<file path="src/rtl/mux4_rr_arbiter_if.sv">
// Bundle of the request/data inputs and grant/select outputs shared between
// the requesters and the round-robin mux arbiter.
interface mux4_rr_arbiter_if #(
  parameter int CNT_W = 4
) ();
  logic [3:0]       req;
  logic [3:0]       din;
  logic [3:0]       gnt;
  logic [1:0]       sel;
  logic             dout;
  logic             busy;
  logic [CNT_W-1:0] hold_cnt;

  modport master (
    output req, din,
    input  gnt, sel, dout, busy, hold_cnt
  );

  modport slave (
    input  req, din,
    output gnt, sel, dout, busy, hold_cnt
  );
endinterface

</file>
<file path="src/rtl/mux4_rr_arbiter.sv">
// Round-robin select sequencer for a shared 4:1 single-bit mux; grants are
// bounded to HOLD_MAX consecutive cycles, then re-arbitrated.
//
// state   | meaning
// S_IDLE  | no grant active, waiting for any req
// S_GRANT | one requester owns the mux path, hold counter running
module mux4_rr_arbiter #(
  parameter int HOLD_MAX = 8,
  parameter int CNT_W    = 4
) (
  input logic              clk,
  input logic              rst_n,
  mux4_rr_arbiter_if.slave bus
);

  localparam logic [0:0] S_IDLE  = 1'b0;
  localparam logic [0:0] S_GRANT = 1'b1;

  logic [0:0]       state_q, state_d;
  logic [3:0]       gnt_q, gnt_d;
  logic [1:0]       sel_q, sel_d;
  logic [1:0]       last_q, last_d;
  logic [CNT_W-1:0] hold_q, hold_d;
  logic             busy_q, busy_d;

  logic [1:0] ptr;
  logic [1:0] idx;
  logic [1:0] winner;
  logic       found;
  logic       release_grant;

  // On a release the outgoing owner becomes the new pointer in the same cycle,
  // so the search starts from sel rather than the not-yet-updated last.
  always_comb begin
    ptr    = (state_q == S_GRANT) ? sel_q : last_q;
    idx    = ptr;
    winner = ptr;
    found  = 1'b0;
    for (int k = 1; k <= 4; k++) begin
      idx = ptr + 2'(k);
      if (!found && bus.req[idx]) begin
        winner = idx;
        found  = 1'b1;
      end
    end
  end

  assign release_grant = (state_q == S_GRANT) &&
                         (!bus.req[sel_q] || (hold_q == CNT_W'(HOLD_MAX)));

  always_comb begin
    state_d = state_q;
    gnt_d   = gnt_q;
    sel_d   = sel_q;
    last_d  = last_q;
    hold_d  = hold_q;
    busy_d  = busy_q;
    case (state_q)
      S_IDLE: begin
        if (found) begin
          state_d = S_GRANT;
          gnt_d   = 4'b0001 << winner;
          sel_d   = winner;
          hold_d  = CNT_W'(1);
          busy_d  = 1'b1;
        end
      end
      S_GRANT: begin
        if (!release_grant) begin
          hold_d = hold_q + CNT_W'(1);
        end else begin
          last_d = sel_q;
          if (found) begin
            gnt_d  = 4'b0001 << winner;
            sel_d  = winner;
            hold_d = CNT_W'(1);
          end else begin
            state_d = S_IDLE;
            gnt_d   = 4'b0000;
            hold_d  = '0;
            busy_d  = 1'b0;
          end
        end
      end
    endcase
  end

  always_ff @(posedge clk) begin
    if (!rst_n) begin
      state_q <= S_IDLE;
      gnt_q   <= 4'b0000;
      sel_q   <= 2'b00;
      last_q  <= 2'b11;
      hold_q  <= '0;
      busy_q  <= 1'b0;
    end else begin
      state_q <= state_d;
      gnt_q   <= gnt_d;
      sel_q   <= sel_d;
      last_q  <= last_d;
      hold_q  <= hold_d;
      busy_q  <= busy_d;
    end
  end

  assign bus.gnt      = gnt_q;
  assign bus.sel      = sel_q;
  assign bus.busy     = busy_q;
  assign bus.hold_cnt = hold_q;
  assign bus.dout     = busy_q ? bus.din[sel_q] : 1'b0;

endmodule

</file>
<file path="src/flat_wrapper.sv">
// flat-port wrapper written by rule: the top's interface ports become plain ports
module mux4_rr_arbiter_flat 
#(
  parameter int HOLD_MAX = 8,
  parameter int CNT_W    = 4
)
  (clk, rst_n, bus_req, bus_din, bus_gnt, bus_sel, bus_dout, bus_busy, bus_hold_cnt);
  mux4_rr_arbiter_if #(.CNT_W(CNT_W)) bus_i ();
  input logic clk;
  input logic rst_n;
  input wire logic [$bits(bus_i.req)-1:0] bus_req;
  input wire logic [$bits(bus_i.din)-1:0] bus_din;
  output wire logic [$bits(bus_i.gnt)-1:0] bus_gnt;
  output wire logic [$bits(bus_i.sel)-1:0] bus_sel;
  output wire logic [$bits(bus_i.dout)-1:0] bus_dout;
  output wire logic [$bits(bus_i.busy)-1:0] bus_busy;
  output wire logic [$bits(bus_i.hold_cnt)-1:0] bus_hold_cnt;
  assign bus_i.req = bus_req;
  assign bus_i.din = bus_din;
  assign bus_gnt = bus_i.gnt;
  assign bus_sel = bus_i.sel;
  assign bus_dout = bus_i.dout;
  assign bus_busy = bus_i.busy;
  assign bus_hold_cnt = bus_i.hold_cnt;
  mux4_rr_arbiter #(.HOLD_MAX(HOLD_MAX), .CNT_W(CNT_W)) u_core (.clk(clk), .rst_n(rst_n), .bus(bus_i));
endmodule
</file>
<file path="config.mk">
export PLATFORM = sky130hd
export DESIGN_NAME = mux4_rr_arbiter_flat
export DESIGN_NICKNAME = d
export VERILOG_FILES = /design/src/rtl/mux4_rr_arbiter_if.sv /design/src/rtl/mux4_rr_arbiter.sv /design/src/flat_wrapper.sv
export SDC_FILE = /design/constraint.sdc
export NUM_CORES = 1
export LEC_CHECK = 0
export BUFFER_PORTS_ARGS = -buffer_cell sky130_fd_sc_hd__buf_2
export CAP_MARGIN = 20
export CORE_ASPECT_RATIO = 0.8
export CORE_MARGIN = 2
export CORE_UTILIZATION = 38
export DETAILED_ROUTE_END_ITERATION = 10
export GPL_ROUTABILITY_DRIVEN = 0
export PLACE_DENSITY = 0.57
export SETUP_SLACK_MARGIN = 0.2
export SYNTH_ARGS = -nofsm -noshare
export SYNTH_HDL_FRONTEND = slang
export SYNTH_SLANG_ARGS = --single-unit
</file>
<file path="constraint.sdc">
create_clock -name clk -period 4.8 [get_ports clk]
set_input_delay 0.96 -clock clk [delete_from_list [all_inputs] [get_ports clk]]
set_output_delay 0.96 -clock clk [all_outputs]
set_load 0.01 [all_outputs]
</file>
==> reports/metrics.cfg, run 1 <==
[synth]
syn_area_um2=773.2
yosys_warnings=0
ys_async_sr_fraction_pct=0
ys_seq_area_share_pct=36.25
yosysTopAreaCellShare_pct=36.25
synth_most_common_cell=dfxtp_1
syn_inst=82
post-synth-top-area-cell=dfxtp_1
syn_area_per_cell_um2=9.430
synth_cell_types=34
synthTopCellsByArea=dfxtp_1, mux4_2, mux2i_1
yosys_most_used_dff=dfxtp_1
ys_seq_elements=14
syn-num-nets=94
synth_edf_count=0
synth_common_cells=dfxtp_1, inv_1, nor2_1

[grt]
grt_pass1_vias=624
grt_start_max_net_pins=12
grt_usage_pct=16.05
antenna_found_initial=0
overflow=0
grt_pass1_wl_um=2711

[final_layout]
finalNetCount=119
final_cells=130
n_fill_cell=190
diodes=0
drive_above_1_share_pct=30.19
syn_to_final_growth_pct=20.71

[detailed_routing]
drtPass1Iterations=4
drt-total-wl_um=1648
route.detailed.drc=0
viasPerCell=5.438
num_vias=707
drt.antenna.violating_nets=0
wl_per_cell_um=12.68
drt-initial-drc-count=29

[die]
core_mm2=0.001892
die_x_um=54.44
die_h_um=44.35
initial_core_util_pct=40.87
dieArea_mm2=0.002414
io_pins=22
rows=14

[worst_hold_path]
hp-class=reg2reg

[placed_design]
dp_hpwl_um=1281
port_buffers=21
dp_cells=126

[clock_tree]
clockBufferDepth=2
clkSlewWorstSetupHoldPaths_ns=0.08
clock_latency_ns=0.28
cts_resized=0
hold_buffers=0
clockRootBuffer=clkbuf_4
h-tree-depth=1
cts_tree=yes
cts-buffers-inserted=3
clock_sinks=14
cts_setup_buffers=0

[pwr]
pwr_density_cell_mw_per_mm2=339.5
p_leak_nw=0.4268
irDropWorstVdd_uv=218.4

[setup_path]
crit_path_max_fanout=1
arrival_ns=1.80
required_ns=3.84
cp-start-kind=input port
crit_type=in2out
cp_common_cell=buf_2
critPathSlowestCell=mux4_2
max_stage_delay_ns=0.45
cp_cell_sequence=buf_2 > mux4_2 > and2_1 > buf_2
crit_path_end_kind=primary output

[sta]
final.period_utilization_pct=57.47
tightest_slew_ns=0.6118
clock_skew_ns=0.001578
finalMaxSlewViolations=0
setup_violations=0
fin_crit_ns=2.758
fmax_ghz=0.3625
final-hold-violation-count=0
grt_setup_unrepaired=false
tns_ns=0
slew_headroom_pct=58.88

[run_status]
run_status=complete, no violations

[flow_run]
maxCapViolations=0

==> placed cells by master (no fill, tap or decap), drive strengths merged, types with 2 or more instances in the layout <==
cell	instances
o32ai	4
mux2	3
nor2	6
clkbuf	4
o21ai	3
inv	10
nand2	4
a211oi	2
or3	2
o211a	2
mux4	2
a31oi	2
buf	21
nand3	3
ha	2
mux2i	4
dfxtp	14
a21oi	4
==> critical path, delay by kind of cell <==
family | cells | cell delay [ns]
and+or+nand+nor | 1 | 0.17
buffers and inverters | 2 | 0.22
muxes | 1 | 0.45
==> worst paths after layout <==
path	startpoint	to	slack (ns)	depth (start not counted)
worst max-delay path	bus_din[3]	bus_dout	2.04	4
worst min-delay path	u_core.bus.gnt[2]	u_core.bus.gnt[2]	0.46	2
worst max register to register	u_core.state_q	u_core.bus.gnt[3]	2.85	4
worst min register to register	u_core.bus.gnt[2]	u_core.bus.gnt[2]	0.46	2
==> cells by family (layout without fill, tap and decap cells) <==
logic type,Yosys count,in the layout,share of synthesized area [%]
compound gates,24,24,22.82
mux,9,9,16.34
buf+inv,11,35,6.311
fa+ha+maj,2,2,3.236
flops,14,14,36.25
simple gates,22,22,15.05
==> metal layers <==
layer / GRT usage [%] / part of all wire, %
met5: 0 / 0
met4: 4.500 / 1.2
met1: 21.73 / 51
met2: 23.13 / 41
met3: 7.095 / 6.7
==> flip-flops by register name (all words and copies together), names as in the netlist <==
name / cells
u_core.bus.busy: 1
u_core.bus.gnt: 4
u_core.last_q: 2
u_core.state_q: 1
u_core.bus.hold_cnt: 4
u_core.bus.sel: 2
==> report_power, final <==
part,internal (W),switching [W],leakage [nW]
clock,0.0000462,0.0000388,0.0210
combinational,0.0000437,0.0000462,0.290
sequential,0.000129,0.0000130,0.115
total,0.000219,0.0000981,0.427
==> layout make-up <==
class                           instances  area [um^2]  area share, %
Clock buffer                            4        36.28          3.887
Inverter                               10        37.54          4.021
Multi-Input combinational cell         57        444.2          47.59
Sequential cell                        14        280.3          30.03
Tap cell                               24        30.03          3.217
Timing Repair Buffer                   21        105.1          11.26
==> through the flow <==
stage | setup slack, ns | instance area [um^2] | hold slack (ns) | total power (W) | utilization [%]
finish | 2.042 | 933.4 | 0.4572 | 0.0003169 | 49.34
global route | 2.005 | 933.4 | 0.4943 | 0.0003402 | 49.34
CTS | 2.036 | 933.4 | 0.4644 | 0.0003219 | 49.34
floorplan | 2.257 | 773.2 | 0.4359 | 0.0002067 | -
global placement | 2.054 | 897.1 | 0.4530 | 0.0002334 | 47.42
detailed placement | 2.037 | 897.1 | 0.4510 | 0.0002345 | 47.42
(Power assumes the default switching activity.)
==> run 2, diff against run 1 <==
--- a/config.mk
+++ b/config.mk
@@ -12,7 +12,7 @@
 export CORE_UTILIZATION = 38
 export DETAILED_ROUTE_END_ITERATION = 10
 export GPL_ROUTABILITY_DRIVEN = 0
-export PLACE_DENSITY = 0.57
+export PLACE_DENSITY = 0.6
 export SETUP_SLACK_MARGIN = 0.2
 export SYNTH_ARGS = -nofsm -noshare
 export SYNTH_HDL_FRONTEND = slang
==> constraint.sdc (replaced) <==
create_clock -name clk -period 2.45 [get_ports clk]
set_input_delay 0.49 -clock clk [delete_from_list [all_inputs] [get_ports clk]]
set_output_delay 0.49 -clock clk [all_outputs]
set_load 0.01 [all_outputs]
==> run 2 against run 1 <==
Effect of this change:
- critical path depth fell by 1
- via count down 2.4%
- design area decreased by 0.67%
- sequential share of layout area rose by 0.20 points
- largest power group unchanged
- highest routed layer unchanged
==> reports/metrics.cfg, run 2 (synthesis gave the netlist of run 1 again) <==
[final_layout]
diodes=0  ; unchanged
drive_above_1_share_pct=30.19  ; unchanged
final_common_cell=buf_2
final_cells=130  ; unchanged
layout_common_cells=buf_2, dfxtp_1, inv_1, nor2_1
syn_to_final_growth_pct=19.90
finalNetCount=120  ; +0.84%

[detailed_routing]
route.detailed.drc=0  ; unchanged
drtPass1Iterations=4  ; unchanged
drt.antenna.violating_nets=0  ; unchanged
drt-total-wl_um=1701  ; +3.2%
drt-initial-drc-count=15  ; -48%
viasPerCell=5.308  ; -2.4%
wl_per_cell_um=13.08  ; +3.2%
num_vias=690  ; -2.4%

[setup_path]
required_ns=1.96  ; -1.88 ns
crit_path_max_fanout=7  ; +6
r2r_end=u_core.bus.gnt[3]
crit_type=reg2out
regToRegSetupSlack_ns=0.56  ; -2.29 ns
crit_path_end_kind=primary output
arrival_ns=1.57  ; -0.23 ns
timing.rr.start=u_core.bus.sel[0]
cp-start-kind=register
reg2regPathDepth=4  ; unchanged

[die]
initial_core_util_pct=40.87  ; unchanged
rows=14  ; unchanged
io_pins=22  ; unchanged
core_mm2=0.001892  ; unchanged
dieArea_mm2=0.002414  ; unchanged
die_h_um=44.35  ; unchanged
die_x_um=54.44  ; unchanged

[pwr]
swShare_pct=32.14  ; +1.2 points
irDropWorstVdd_uv=452.2  ; +110%
p_switching_w=0.0001876  ; +91%
clockPowerShare_pct=21.8  ; -5.0 points
p_leak_nw=0.4244  ; -0.55%
p_seq_share_pct=47.3  ; +2.5 points
pwr-share-comb_pct=30.9  ; +2.5 points
pwr_density_cell_mw_per_mm2=629.6  ; +85%
internal-power_w=0.0003961  ; +81%

[clock_tree]
clock_latency_ns=0.28  ; about the same
clock_sinks=14  ; unchanged
cts_tree=yes
clkSlewWorstSetupHoldPaths_ns=0.08  ; about the same
cts_resized=0  ; unchanged
cts-buffers-inserted=3  ; unchanged
clockBufferDepth=2  ; unchanged
hold_buffers=0  ; unchanged
cts_setup_buffers=0  ; unchanged
clockRootBuffer=clkbuf_4
h-tree-depth=1  ; unchanged

[worst_hold_path]
hold_end=u_core.last_q[0]
holdPathStages=2  ; unchanged
worstHoldStart=rst_n
hp-class=in2reg

[run_status]
run_status=complete, no violations

[sta]
slew_headroom_pct=56.73  ; -2.1 points
clock_skew_ns=0.005660  ; +0.004081 ns
fmax_ghz=0.4854
tns_ns=0  ; unchanged
final-hold-violation-count=0  ; unchanged
setup_violations=0  ; unchanged
fin_crit_ns=2.060
finalMaxSlewViolations=0  ; unchanged
grt_setup_unrepaired=false
final.period_utilization_pct=84.09
tightest_slew_ns=0.6437  ; +0.03191 ns

[grt]
overflow=0  ; unchanged
grt_pass1_vias=620  ; -0.64%
antenna_found_initial=0  ; unchanged
grt_start_max_net_pins=9  ; -3
grt_pass1_wl_um=2829  ; +4.4%
grt_usage_pct=16.33  ; +0.28 points

[placed_design]
port_buffers=21  ; unchanged
dp_cells=127  ; +0.79%
dp_hpwl_um=1338  ; +4.4%

[flow_run]
maxCapViolations=0  ; unchanged

run 2: cell count changes in the layout (fill, tap and decap cells not counted):
cell | previous run | this run
buf_4 | 0 | 1
clkbuf_8 | 1 | 0
run 2: worst max-delay path: stages (launching register included):
cell and delay (ns):
dfxtp_1 0.48, mux4_2 0.53, and2_1 0.16, buf_2 0.13
run 2: routing by layer:
layer  GRT usage [%]  vias up  part of all wire (%)
met5               0        -                     0
met4           1.500        0                  0.47
met3           7.432        2                   5.9
met2           23.61       18                    43
met1           23.21      320                    50
li1                -      350                     -
run 2: worst max path at each step:
stage                                 start           endpoint  slack (ns)
final                     u_core.bus.sel[0]           bus_dout        0.39
after global routing      u_core.bus.sel[0]           bus_dout        0.29
after CTS                 u_core.bus.sel[0]           bus_dout        0.36
after detailed placement         bus_req[2]  u_core.bus.gnt[3]        0.48
after global placement           bus_req[3]  u_core.bus.gnt[1]        0.53
after floorplan           u_core.bus.sel[0]  u_core.bus.gnt[0]        0.72
run 2: area by class of cell:
class,instances,area [um^2]
Tap cell,24,30.03
Multi-Input combinational cell,57,444.2
Inverter,10,37.54
Timing Repair Buffer,22,112.6
Sequential cell,14,280.3
Clock buffer,3,22.52
Fill cell,198,964.7
run 2: stage by stage:
| step | setup WS [ns] | util, % | hold WS [ns] | instance area (um^2) | power, W |
|---|---|---|---|---|---|
| after global placement | 0.5304 | 47.82 | 0.4434 | 904.6 | 0.0004609 |
| final | 0.3898 | 49.01 | 0.4440 | 927.1 | 0.0005837 |
| after CTS | 0.3620 | 49.01 | 0.4360 | 927.1 | 0.0005908 |
| after detailed placement | 0.4832 | 47.82 | 0.4471 | 904.6 | 0.0004628 |
| after floorplan | 0.7184 | - | 0.4359 | 773.2 | 0.0004050 |
| after global routing | 0.2888 | 49.01 | 0.4327 | 927.1 | 0.0006266 |
run 2: power groups by stage:
stage               Clock (W)  Combinational, W  Sequential, W
floorplan                   0          0.000119       0.000286
global placement            0          0.000180       0.000281
detailed placement          0          0.000181       0.000282
CTS                  0.000132          0.000182       0.000277
global route         0.000144          0.000200       0.000282
finish               0.000127          0.000180       0.000276
